## src/rtl/cart_mem_arbiter_if.sv

```systemverilog
// cart_mem_arbiter_if: download, CPU and cart RAM signals of the cart memory arbiter
interface cart_mem_arbiter_if #(parameter int ADDR_W = 15);
   logic              dl_active, dl_wr, dl_wait, clear_req, cpu_ce, cpu_we, mem_we, busy, dl_overrun;
   logic [ADDR_W-1:0] dl_addr, cpu_addr, mem_addr, size_mask;
   logic [7:0]        dl_data, cpu_din, cpu_dout, mem_din, mem_q;
   modport slave (
      input  dl_active, dl_wr, dl_addr, dl_data, clear_req, cpu_ce, cpu_we, cpu_addr, cpu_din, mem_q,
      output dl_wait, cpu_dout, mem_addr, mem_din, mem_we, size_mask, busy, dl_overrun
   );
   modport master (
      output dl_active, dl_wr, dl_addr, dl_data, clear_req, cpu_ce, cpu_we, cpu_addr, cpu_din, mem_q,
      input  dl_wait, cpu_dout, mem_addr, mem_din, mem_we, size_mask, busy, dl_overrun
   );
endinterface

```

## src/rtl/cart_mem_arbiter.sv

```systemverilog
// cart_mem_arbiter: prioritised cart RAM port sharing between CPU, buffered download writes and a clear engine
module cart_mem_arbiter #(
   parameter int         ADDR_W    = 15,
   parameter logic [7:0] CLEAR_VAL = 8'hFF
) (
   input logic               clk,
   input logic               reset,
   cart_mem_arbiter_if.slave bus
);
   localparam logic [0:0] S_IDLE = 1'b0, S_CLEAR = 1'b1;
   logic [0:0]        state_q, state_d;
   logic [ADDR_W-1:0] cnt_q, cnt_d, buf_addr_q, buf_addr_d, size_mask_q, size_mask_d, mem_addr_q, mem_addr_d;
   logic [7:0]        buf_data_q, buf_data_d;
   logic              buf_full_q, buf_full_d, overrun_q, overrun_d, force_q, force_d, dl_active_q, dl_active_d;
   logic              idle, last, commit, load, clear_go;
   always_comb begin
      idle        = state_q == S_IDLE;
      last        = &cnt_q;
      commit      = idle && !bus.cpu_ce && buf_full_q;
      load        = bus.dl_wr && (!buf_full_q || commit);
      clear_go    = idle && bus.clear_req && !bus.dl_active;
      state_d     = idle ? (clear_go ? S_CLEAR : S_IDLE) : (last ? S_IDLE : S_CLEAR);
      cnt_d       = clear_go ? '0 : (!idle && !last) ? cnt_q + 1'b1 : cnt_q;
      buf_full_d  = load || (buf_full_q && !commit);
      buf_addr_d  = load ? bus.dl_addr : buf_addr_q;
      buf_data_d  = load ? bus.dl_data : buf_data_q;
      overrun_d   = overrun_q || (bus.dl_wr && !load);
      dl_active_d = bus.dl_active;
      // a commit on the download start edge keeps its address
      size_mask_d = clear_go ? '0 : commit ? buf_addr_q : (bus.dl_active && !dl_active_q) ? '0 : size_mask_q;
      force_d     = bus.cpu_ce ? !idle : force_q;
      mem_addr_d  = !idle ? cnt_q : bus.cpu_ce ? bus.cpu_addr : buf_full_q ? buf_addr_q : mem_addr_q;
   end
   assign bus.mem_addr   = mem_addr_d;
   assign bus.mem_din    = !idle ? CLEAR_VAL : bus.cpu_ce ? bus.cpu_din : buf_data_q;
   assign bus.mem_we     = !reset && (!idle || (bus.cpu_ce ? bus.cpu_we : buf_full_q));
   assign bus.dl_wait    = buf_full_q;
   assign bus.busy       = !idle;
   assign bus.size_mask  = size_mask_q;
   assign bus.dl_overrun = overrun_q;
   assign bus.cpu_dout   = force_q ? CLEAR_VAL : bus.mem_q;
   always_ff @(posedge clk or posedge reset) begin
      if (reset) begin
         state_q     <= S_IDLE;
         cnt_q       <= '0;
         buf_full_q  <= 1'b0;
         buf_addr_q  <= '0;
         buf_data_q  <= '0;
         size_mask_q <= '0;
         overrun_q   <= 1'b0;
         force_q     <= 1'b0;
         dl_active_q <= 1'b0;
         mem_addr_q  <= '0;
      end else begin
         state_q     <= state_d;
         cnt_q       <= cnt_d;
         buf_full_q  <= buf_full_d;
         buf_addr_q  <= buf_addr_d;
         buf_data_q  <= buf_data_d;
         size_mask_q <= size_mask_d;
         overrun_q   <= overrun_d;
         force_q     <= force_d;
         dl_active_q <= dl_active_d;
         mem_addr_q  <= mem_addr_d;
      end
   end
endmodule

```

## src/flat_wrapper.sv

```systemverilog
// flat-port wrapper written by rule: the top's interface ports become plain ports
module cart_mem_arbiter_flat 
#(
   parameter int         ADDR_W    = 15,
   parameter logic [7:0] CLEAR_VAL = 8'hFF
)
  (clk, reset, bus_dl_active, bus_dl_wr, bus_dl_addr, bus_dl_data, bus_clear_req, bus_cpu_ce, bus_cpu_we, bus_cpu_addr, bus_cpu_din, bus_mem_q, bus_dl_wait, bus_cpu_dout, bus_mem_addr, bus_mem_din, bus_mem_we, bus_size_mask, bus_busy, bus_dl_overrun);
  cart_mem_arbiter_if #(.ADDR_W(ADDR_W)) bus_i ();
  input logic clk;
  input logic reset;
  input wire logic [$bits(bus_i.dl_active)-1:0] bus_dl_active;
  input wire logic [$bits(bus_i.dl_wr)-1:0] bus_dl_wr;
  input wire logic [$bits(bus_i.dl_addr)-1:0] bus_dl_addr;
  input wire logic [$bits(bus_i.dl_data)-1:0] bus_dl_data;
  input wire logic [$bits(bus_i.clear_req)-1:0] bus_clear_req;
  input wire logic [$bits(bus_i.cpu_ce)-1:0] bus_cpu_ce;
  input wire logic [$bits(bus_i.cpu_we)-1:0] bus_cpu_we;
  input wire logic [$bits(bus_i.cpu_addr)-1:0] bus_cpu_addr;
  input wire logic [$bits(bus_i.cpu_din)-1:0] bus_cpu_din;
  input wire logic [$bits(bus_i.mem_q)-1:0] bus_mem_q;
  output wire logic [$bits(bus_i.dl_wait)-1:0] bus_dl_wait;
  output wire logic [$bits(bus_i.cpu_dout)-1:0] bus_cpu_dout;
  output wire logic [$bits(bus_i.mem_addr)-1:0] bus_mem_addr;
  output wire logic [$bits(bus_i.mem_din)-1:0] bus_mem_din;
  output wire logic [$bits(bus_i.mem_we)-1:0] bus_mem_we;
  output wire logic [$bits(bus_i.size_mask)-1:0] bus_size_mask;
  output wire logic [$bits(bus_i.busy)-1:0] bus_busy;
  output wire logic [$bits(bus_i.dl_overrun)-1:0] bus_dl_overrun;
  assign bus_i.dl_active = bus_dl_active;
  assign bus_i.dl_wr = bus_dl_wr;
  assign bus_i.dl_addr = bus_dl_addr;
  assign bus_i.dl_data = bus_dl_data;
  assign bus_i.clear_req = bus_clear_req;
  assign bus_i.cpu_ce = bus_cpu_ce;
  assign bus_i.cpu_we = bus_cpu_we;
  assign bus_i.cpu_addr = bus_cpu_addr;
  assign bus_i.cpu_din = bus_cpu_din;
  assign bus_i.mem_q = bus_mem_q;
  assign bus_dl_wait = bus_i.dl_wait;
  assign bus_cpu_dout = bus_i.cpu_dout;
  assign bus_mem_addr = bus_i.mem_addr;
  assign bus_mem_din = bus_i.mem_din;
  assign bus_mem_we = bus_i.mem_we;
  assign bus_size_mask = bus_i.size_mask;
  assign bus_busy = bus_i.busy;
  assign bus_dl_overrun = bus_i.dl_overrun;
  cart_mem_arbiter #(.ADDR_W(ADDR_W), .CLEAR_VAL(CLEAR_VAL)) u_core (.clk(clk), .reset(reset), .bus(bus_i));
endmodule
```

## config.mk

```make
export PLATFORM = sky130hd
export DESIGN_NAME = cart_mem_arbiter_flat
export DESIGN_NICKNAME = d
export VERILOG_FILES = /design/src/rtl/cart_mem_arbiter_if.sv /design/src/rtl/cart_mem_arbiter.sv /design/src/flat_wrapper.sv
export SDC_FILE = /design/constraint.sdc
export NUM_CORES = 1
export LEC_CHECK = 0
export ABC_AREA = 1
export CORE_MARGIN = 10
export CORE_UTILIZATION = 32
export DETAILED_ROUTE_END_ITERATION = 8
export DONT_BUFFER_PORTS = 1
export GPL_TIMING_DRIVEN = 0
export HOLD_SLACK_MARGIN = 0.08
export PLACE_DENSITY = 0.47
export SYNTH_ARGS = -nofsm -noshare
export SYNTH_HDL_FRONTEND = slang
export SYNTH_SLANG_ARGS = --single-unit
export TNS_END_PERCENT = 20
```

## constraint.sdc

```tcl
create_clock -name clk -period 3.1 [get_ports clk]
set_input_delay 0.62 -clock clk [delete_from_list [all_inputs] [get_ports clk]]
set_output_delay 0.62 -clock clk [all_outputs]
set_load 0.05 [all_outputs]
```

### After elaboration in Yosys (flattened, before gate mapping)

Index checks and enable logic that the tools add are counted.

| word-level totals | value |
|---|---|
| bits in registers | 73 |

| cells by class | value |
|---|---|
| bitwise logic cells | 1 |
| multiplexer cells | 15 |
| $add $sub $neg | 1 |
| reduce and logical (&&, ||, !) cells | 25 |

Operator list:

| kind | count |
|---|---|
| two-way mux 15 bit | 8 |
| two-way mux 8 bit | 3 |
| adder 15 x 1 -> 15 bit (second input constant) | 1 |
| AND reduction 15 bit | 1 |
| logical AND 1 bit | 10 |
| zero test 1 bit | 8 |
| logical OR 1 bit | 4 |
| two-way mux 1 bit | 4 |
| nonzero test 3 bit | 1 |
| nonzero test 2 bit | 1 |
| NOT 1 bit | 1 |

### Depth between registers and ports, before layout

Gate-level depths: netlist (run 1).

| depth | value |
|---|---|
| depth in word-level cells | 8 |
| depth in mapped cells | 10 |

### Least setup slack after synthesis (run 1)

Ideal clock, no wire load.

| path | value |
|---|---|
| kind | reg2out |
| start | register u_core.state_q (netlist: u_core.bus.busy) |
| end | output port bus_mem_addr[0] |
| data required time | 2480 ps |
| path buffers | 2 |
| arrival time | 2397 ps |
| stages on the path, launching flop included | 6 |
| setup slack | 83 ps |
| cell sequence | dfrtp_1 buf_6 nor2_8 nand2_4 clkbuf_1 o21ai_0 |

| between the ends | value |
|---|---|
| cells in the longest elaborated chain, start to end | 1 |

Ends and longest elaborated chain:

| item | line | text |
|---|---|---|
| from (decl) | cart_mem_arbiter.sv:11 | `logic [0:0] state_q, state_d;` |
| from (signal assigned) | cart_mem_arbiter.sv:55 | `state_q <= state_d;` |
| two-way mux 15 bit | cart_mem_arbiter.sv:32 | `mem_addr_d = !idle ? cnt_q : bus.cpu_ce ? bus.cpu_addr : buf_full_q ? buf_addr_q : mem_addr_q;` |
| to (decl) | flat_wrapper.sv:23 | `output wire logic [$bits(bus_i.mem_addr)-1:0] bus_mem_addr;` |

Every way passes these cells.

### Worst setup path after layout (run 1)

| path | value |
|---|---|
| start | register u_core.state_q (netlist: u_core.bus.busy) |
| end | output port bus_mem_addr[12] |

The elaborated chain is that of the path after synthesis.

==> results of run 1 <==
power by group through the flow:
stage               sequential [mW]  clock (mW)  combinational (mW)
finish                         1.61       0.824                1.37
global route                   1.65       0.883                1.51
global placement               1.62           0                1.18
floorplan                      1.57           0               0.995
detailed placement             1.63           0                1.22
CTS                            1.61       0.844                1.36
registers in the layout, summed over array words and instances (netlist names):
| register | cells |
|---|---|
| u_core.bus.dl_overrun | 1 |
| u_core.bus.size_mask | 15 |
| u_core.dl_active_q | 1 |
| u_core.bus.busy | 1 |
| u_core.buf_data_q | 8 |
| u_core.force_q | 1 |
| u_core.buf_addr_q | 15 |
| u_core.cnt_q | 15 |
| u_core.bus.dl_wait | 1 |
| u_core.mem_addr_q | 15 |
cell families after synthesis:
kind of cell             Yosys count  synth area share, %
AND/OR/NAND/NOR                  197                 24.3
adder cells (fa/ha/maj)            1                0.351
buffers and inverters             77                 9.35
XOR/XNOR                           5                 1.23
AO/OA/AOI/OAI                     68                 13.4
flip-flops                        73                 51.3
metal layers:
| layer | GRT usage [%] | vias up |
|---|---|---|
| met5 | 0 | - |
| met1 | 16.9 | 1389 |
| met4 | 2.37 | 0 |
| met2 | 21.3 | 99 |
| li1 | - | 1396 |
| met3 | 6.00 | 2 |
worst max path at each step:
stage | startpoint | to | cells after the start
finish | u_core.bus.busy$_DFF_PP0_ | bus_mem_addr[12] | 7
global route | u_core.bus.busy$_DFF_PP0_ | bus_mem_addr[7] | 9
CTS | u_core.bus.busy$_DFF_PP0_ | bus_mem_addr[3] | 4
detailed placement | u_core.bus.busy$_DFF_PP0_ | bus_mem_addr[12] | 5
global placement | u_core.bus.busy$_DFF_PP0_ | bus_mem_addr[0] | 5
floorplan | u_core.bus.busy$_DFF_PP0_ | bus_mem_addr[0] | 5
timing repair:
item / CTS / global route
setup endpoints to repair: 23 / 18
buffers inserted: 0 / 1
resized for setup: 26 / 12
pin swaps: 0 / 9
cells in the final DEF (no fill, tap or decap), types with 5 or more instances in the layout:
cell type,Yosys,layout
a21oi_1,33,28
a21oi_2,0,5
buf_2,8,7
clkbuf_8,0,9
dfrtp_1,73,72
inv_1,60,58
nand2_1,94,94
nand3_1,29,29
nand4_1,8,8
nor2_1,47,47
o2111ai_4,0,10
o22ai_1,5,5
o22ai_2,10,10
or2_2,8,8
through the flow:
stage	setup WS (ns)	total power, mW	area [um^2]
2_1_floorplan	0.0827	2.56	3560
3_3_place_gp	-0.417	2.80	3730
3_5_place_dp	-0.130	2.85	3790
4_1_cts	0.0132	3.81	4190
5_1_grt	-0.0426	4.04	4250
6_report	0.129	3.80	4250
final cells by class:
cell class | count | share of cell area (%)
clock buffers | 11 | 3.09
multi-input cells | 271 | 38.4
flip-flops and latches | 73 | 43.0
clock inverters | 5 | 1.88
inverters | 61 | 5.53
plain buffers | 16 | 2.59
repair buffers | 6 | 1.35
well taps | 140 | 4.12
worst reg2reg max path, delay by kind of cell (launching register included):
family / cells / cell delay (ns)
and+or+nand+nor: 2 / 0.31
AOI/OAI and AO/OA: 1 / 0.27
DFF: 1 / 0.55
buffers and inverters: 4 / 0.87
==> run_results.csv, run 1 <==
group,metric,value,unit
run_status,outcome,"finished clean",
yosys,ys_seq_area_share,51.3,%
worst_setup_path,crit_path_cell_trace,"buf_6, inv_1, nand2_4, clkinvlp_4, clkbuf_4, nand2_1, o2111ai_4",
layout,final_core_util,39.0,%
layout,fin_nets,500,
power,power_frac_seq,42.3,%
detailed_routing,drt-met1-wl,4650,um
clock_tree,clk_pin_slew_worst_paths,0.08,ns
worst_setup_path,crit_type,"register to output pin",
detailed_routing,drc,0,
clock_tree,cts_root_buffer,"clkbuf_8",
power,p_per_area,894,nW/um^2
yosys,synth.top_cell.area_share,51.3,%
clock_tree,cts_hold_buffers,0,
yosys,synth.cell_area,3560,um^2
layout,drive_above_1_share,18.5,%
die,io_pins,111,
worst_setup_path,slowest_delay,0.55,ns
clock_tree,worstSkewPairLatency,0.34,ns
die,die_w,125,um
detailed_routing,wl_met2,5110,um
detailed_routing,post_drt_wl_per_cell,18.7,um
worst_setup_path,r2r-end,"u_core.mem_addr_q[12]$_DFF_PP0_",
sta,slew_viol_final,0,
power,p_int,2.09,mW
power,swShare,44.9,%
sta,fin_crit,2.97,ns
detailed_routing,first_iter_violations,195,
global_route,grt_pass1_vias,2900,
yosys,synth.most_common_cell,"nand2_1",
worst_setup_path,worstPathRequired,2.48,ns
yosys,ys_types,28,
yosys,postSynthAreaPerCell,8.46,um^2
die,die_area,15700,um^2
detailed_routing,antenna_left,0,
detailed_routing,dr_total_vias,2886,
clock_tree,cts_tree,"yes",
clock_tree,cts.sinks,73,
flow_run,maxCapViolCount,0,
worst_setup_path,end_kind,"output pin",
sta,worstMarginPinSlew,1.06,ns
place,io_buffers,0,
layout,multi_input_area,1630,um^2
global_route,grt_usage,13.5,%
global_route,grt_pass1_wl,17000,um
power,switchingPower,1.71,mW
worst_setup_path,cpLargestDelayFamily,"buffers and inverters",
worst_setup_path,critPathMaxFanout,10,
layout,area_delta_synth_final,19.4,%
layout,regArea,1830,um^2
power,p_comb_share,36.0,%
worst_hold_path,worstHoldPathType,"primary input to async pin",
worst_setup_path,worst-path-buf-inv,4,
sta,hold_ws,0.107,ns
sta,slew_headroom,29.4,%
detailed_routing,dr.pass1.iters,4,
yosys,synth_ff_type,"dfrtp_1",
power,p_clk_share,21.7,%
layout,nFillCells,1112,
power,power.leakage,1.97,nW
worst_setup_path,arrival,2.35,ns
die,rows,38,
worst_setup_path,cp-start-kind,"register",
place,dp_cells,566,
clock_tree,cts_made_buffers,9,
yosys,yosysTopAreaCell,"dfrtp_1",
yosys,yosysWarnings,0,
yosys,synth_area_leaders,"dfrtp_1, nand2_1, inv_1",
worst_setup_path,rrSetupSlack,0.87,ns
sta,setup_viol,0,
die,core_area,10900,um^2
global_route,grt_overflow,0,
worst_setup_path,critPathSlowestCell,"dfrtp_2",
detailed_routing,routed_wl,10900,um
worst_setup_path,rr_startpoint,"u_core.bus.busy$_DFF_PP0_",
layout,final_cell_count_no_fill,583,
detailed_routing,via_per_inst,4.95,
layout,n_antenna_cell,0,
place,gp_congestion,0.863,
place,dp_hpwl,8140,um
yosys,syn_inst,421,
global_route,antenna_found_initial,0,
yosys,ys_ff_latch,73,
yosys,synthArstFlopShare,100,%
sta,fmax,0.337,GHz
sta,skew,0.00634,ns
sta,finalCritPeriodShare,95.8,%
clock_tree,htreeDepth,3,
sta,setup_tns,0,ns
yosys,synth_edf_count,0,
die,dieHeight,125,um
sta,hold_violations,0,
die,initial_core_util,32.7,%
yosys,syn_nets,483,
power,ir_worst_vdd,0.000388,V
global_route,grt_max_degree,52,
worst_setup_path,ff2ff_path_depth,7,
detailed_routing,wl_met3,1100,um
detailed_routing,maxUsedRoutingLayer,"met4",
sta,rsz0062_at_grt,"yes",
clock_tree,clock_path_buffers,2,
yosys,synth_common_cells,"nand2_1, dfrtp_1, inv_1",
Note: power is estimated with default switching activity, not from simulation.
==> inputs of run 2 (changes only) <==
Settings changed: PLACE_DENSITY 0.47 to unset, PLACE_DENSITY_LB_ADDON set to 0.3.
==> run_results.csv, run 2 (synthesis results as in run 1) <==
group,metric,value,unit
run_status,outcome,"finished clean",
global_route,grt_max_degree,48,
global_route,antenna_found_initial,0,
layout,layout_commonest_cell,"nand2_1",
sta,rsz0062_at_grt,"yes",
place,gp_congestion,0.881,
layout,fin_nets,501,
worst_setup_path,rrSetupSlack,0.82,ns
detailed_routing,first_iter_violations,273,
worst_setup_path,worstPathRequired,2.48,ns
detailed_routing,dr.pass1.iters,5,
clock_tree,cts_tree,"yes",
clock_tree,worstSkewPairLatency,0.36,ns
power,ir_worst_vdd,0.000252,V
detailed_routing,routed_wl,11000,um
worst_hold_path,worstHoldPathType,"primary input to async pin",
layout,drive_above_1_share,18.5,%
sta,skew,0.00523,ns
layout,mostFrequentLayoutCells,"nand2_1, dfrtp_1, inv_1",
layout,n_antenna_cell,0,
global_route,grt_pass1_vias,2923,
die,io_pins,111,
place,io_buffers,0,
sta,hold_ws,0.105,ns
worst_setup_path,critPathMaxFanout,10,
detailed_routing,dr_total_vias,2957,
power,power.leakage,1.97,nW
clock_tree,clk_pin_slew_worst_paths,0.08,ns
sta,fmax,0.332,GHz
sta,hold_violations,0,
place,dp_hpwl,8150,um
flow_run,maxCapViolCount,0,
sta,slew_viol_final,0,
clock_tree,clock_path_buffers,2,
die,die_area,15700,um^2
place,dp_cells,567,
global_route,grt_overflow,0,
clock_tree,cts_made_buffers,9,
detailed_routing,antenna_left,0,
global_route,grt_usage,13.6,%
power,p_per_area,874,nW/um^2
die,dieHeight,125,um
die,initial_core_util,32.7,%
layout,final_core_util,38.6,%
worst_setup_path,ff2ff_path_depth,7,
clock_tree,cts.sinks,73,
clock_tree,cts_root_buffer,"clkbuf_8",
detailed_routing,drc,0,
clock_tree,htreeDepth,3,
layout,final_cell_count_no_fill,583,
worst_setup_path,cp-start-kind,"register",
layout,area_delta_synth_final,18.0,%
worst_setup_path,crit_type,"register to output pin",
detailed_routing,via_per_inst,5.07,
global_route,grt_pass1_wl,17100,um
sta,worstMarginPinSlew,1.06,ns
detailed_routing,post_drt_wl_per_cell,18.9,um
sta,slew_headroom,29.8,%
worst_setup_path,arrival,2.40,ns
sta,fin_crit,3.02,ns
die,rows,38,
sta,setup_viol,0,
sta,finalCritPeriodShare,97.3,%
layout,nFillCells,1088,
worst_setup_path,end_kind,"output pin",
die,die_w,125,um
die,core_area,10900,um^2
## run 2: cell type report
class                      instances  area [um^2]  share of cell area [%]
multi-input combinational        271         1610                    38.3
clock inverter                     3         15.0                   0.357
tap                              140          175                    4.17
timing repair buffer               7         65.1                    1.55
inverter                          61          235                    5.60
buffer                            16          110                    2.62
clock buffer                      12          165                    3.93
sequential                        73         1830                    43.5
## run 2: path summary, 6_finish.rpt
check                                                 start                                to
max                               u_core.bus.busy$_DFF_PP0_                    bus_mem_din[5]
max in group asynchronous                             reset         u_core.bus.busy$_DFF_PP0_
min in group clk                              bus_dl_active      u_core.dl_active_q$_DFF_PP0_
max reg2reg                       u_core.bus.busy$_DFF_PP0_    u_core.mem_addr_q[3]$_DFF_PP0_
min reg2reg                u_core.buf_data_q[2]$_DFFE_PP0P_  u_core.buf_data_q[2]$_DFFE_PP0P_
min                                                   reset  u_core.buf_data_q[1]$_DFFE_PP0P_
## run 2: worst max-delay path, stage by stage (launching register included)
cell and delay, ns:
dfrtp_2 0.55, buf_6 0.23, inv_1 0.19, nand2_4 0.19, nor2_1 0.06, a21oi_1 0.81
## run 2: layer usage
metal	vias to the layer above	part of all wire, %	wire (um)	track usage [%]
li1	1395	-	-	-
met2	112	48	5280	21.7
met3	17	9.0	993	5.91
met5	-	0	0	0
met1	1433	42	4570	16.0
met4	0	1.6	174	4.81
## run 2: what timing repair did
| item | in CTS | in global routing |
|---|---|---|
| endpoints found under the setup margin | 24 | 18 |
| pin swaps | 0 | 4 |
| buffers inserted | 0 | 1 |
| hold buffers | 0 | 0 |
| resized for setup | 27 | 7 |
## run 2: where the power goes
group	switching [mW]	total (mW)	internal (mW)
logic	0.964	1.35	0.389
registers	0.352	1.60	1.25
clock network	0.366	0.714	0.348
## run 2: through the flow
step	TNS, ns	area, um^2	power, mW	setup WS [ns]
finish	0	4200	3.67	0.0847
global placement	-19.66	3730	2.79	-0.414
CTS	-0.0156	4170	3.70	-0.0156
floorplan	0	3560	2.56	0.0827
global route	-0.0392	4200	3.89	-0.00893
detailed placement	-1.16	3790	2.85	-0.186
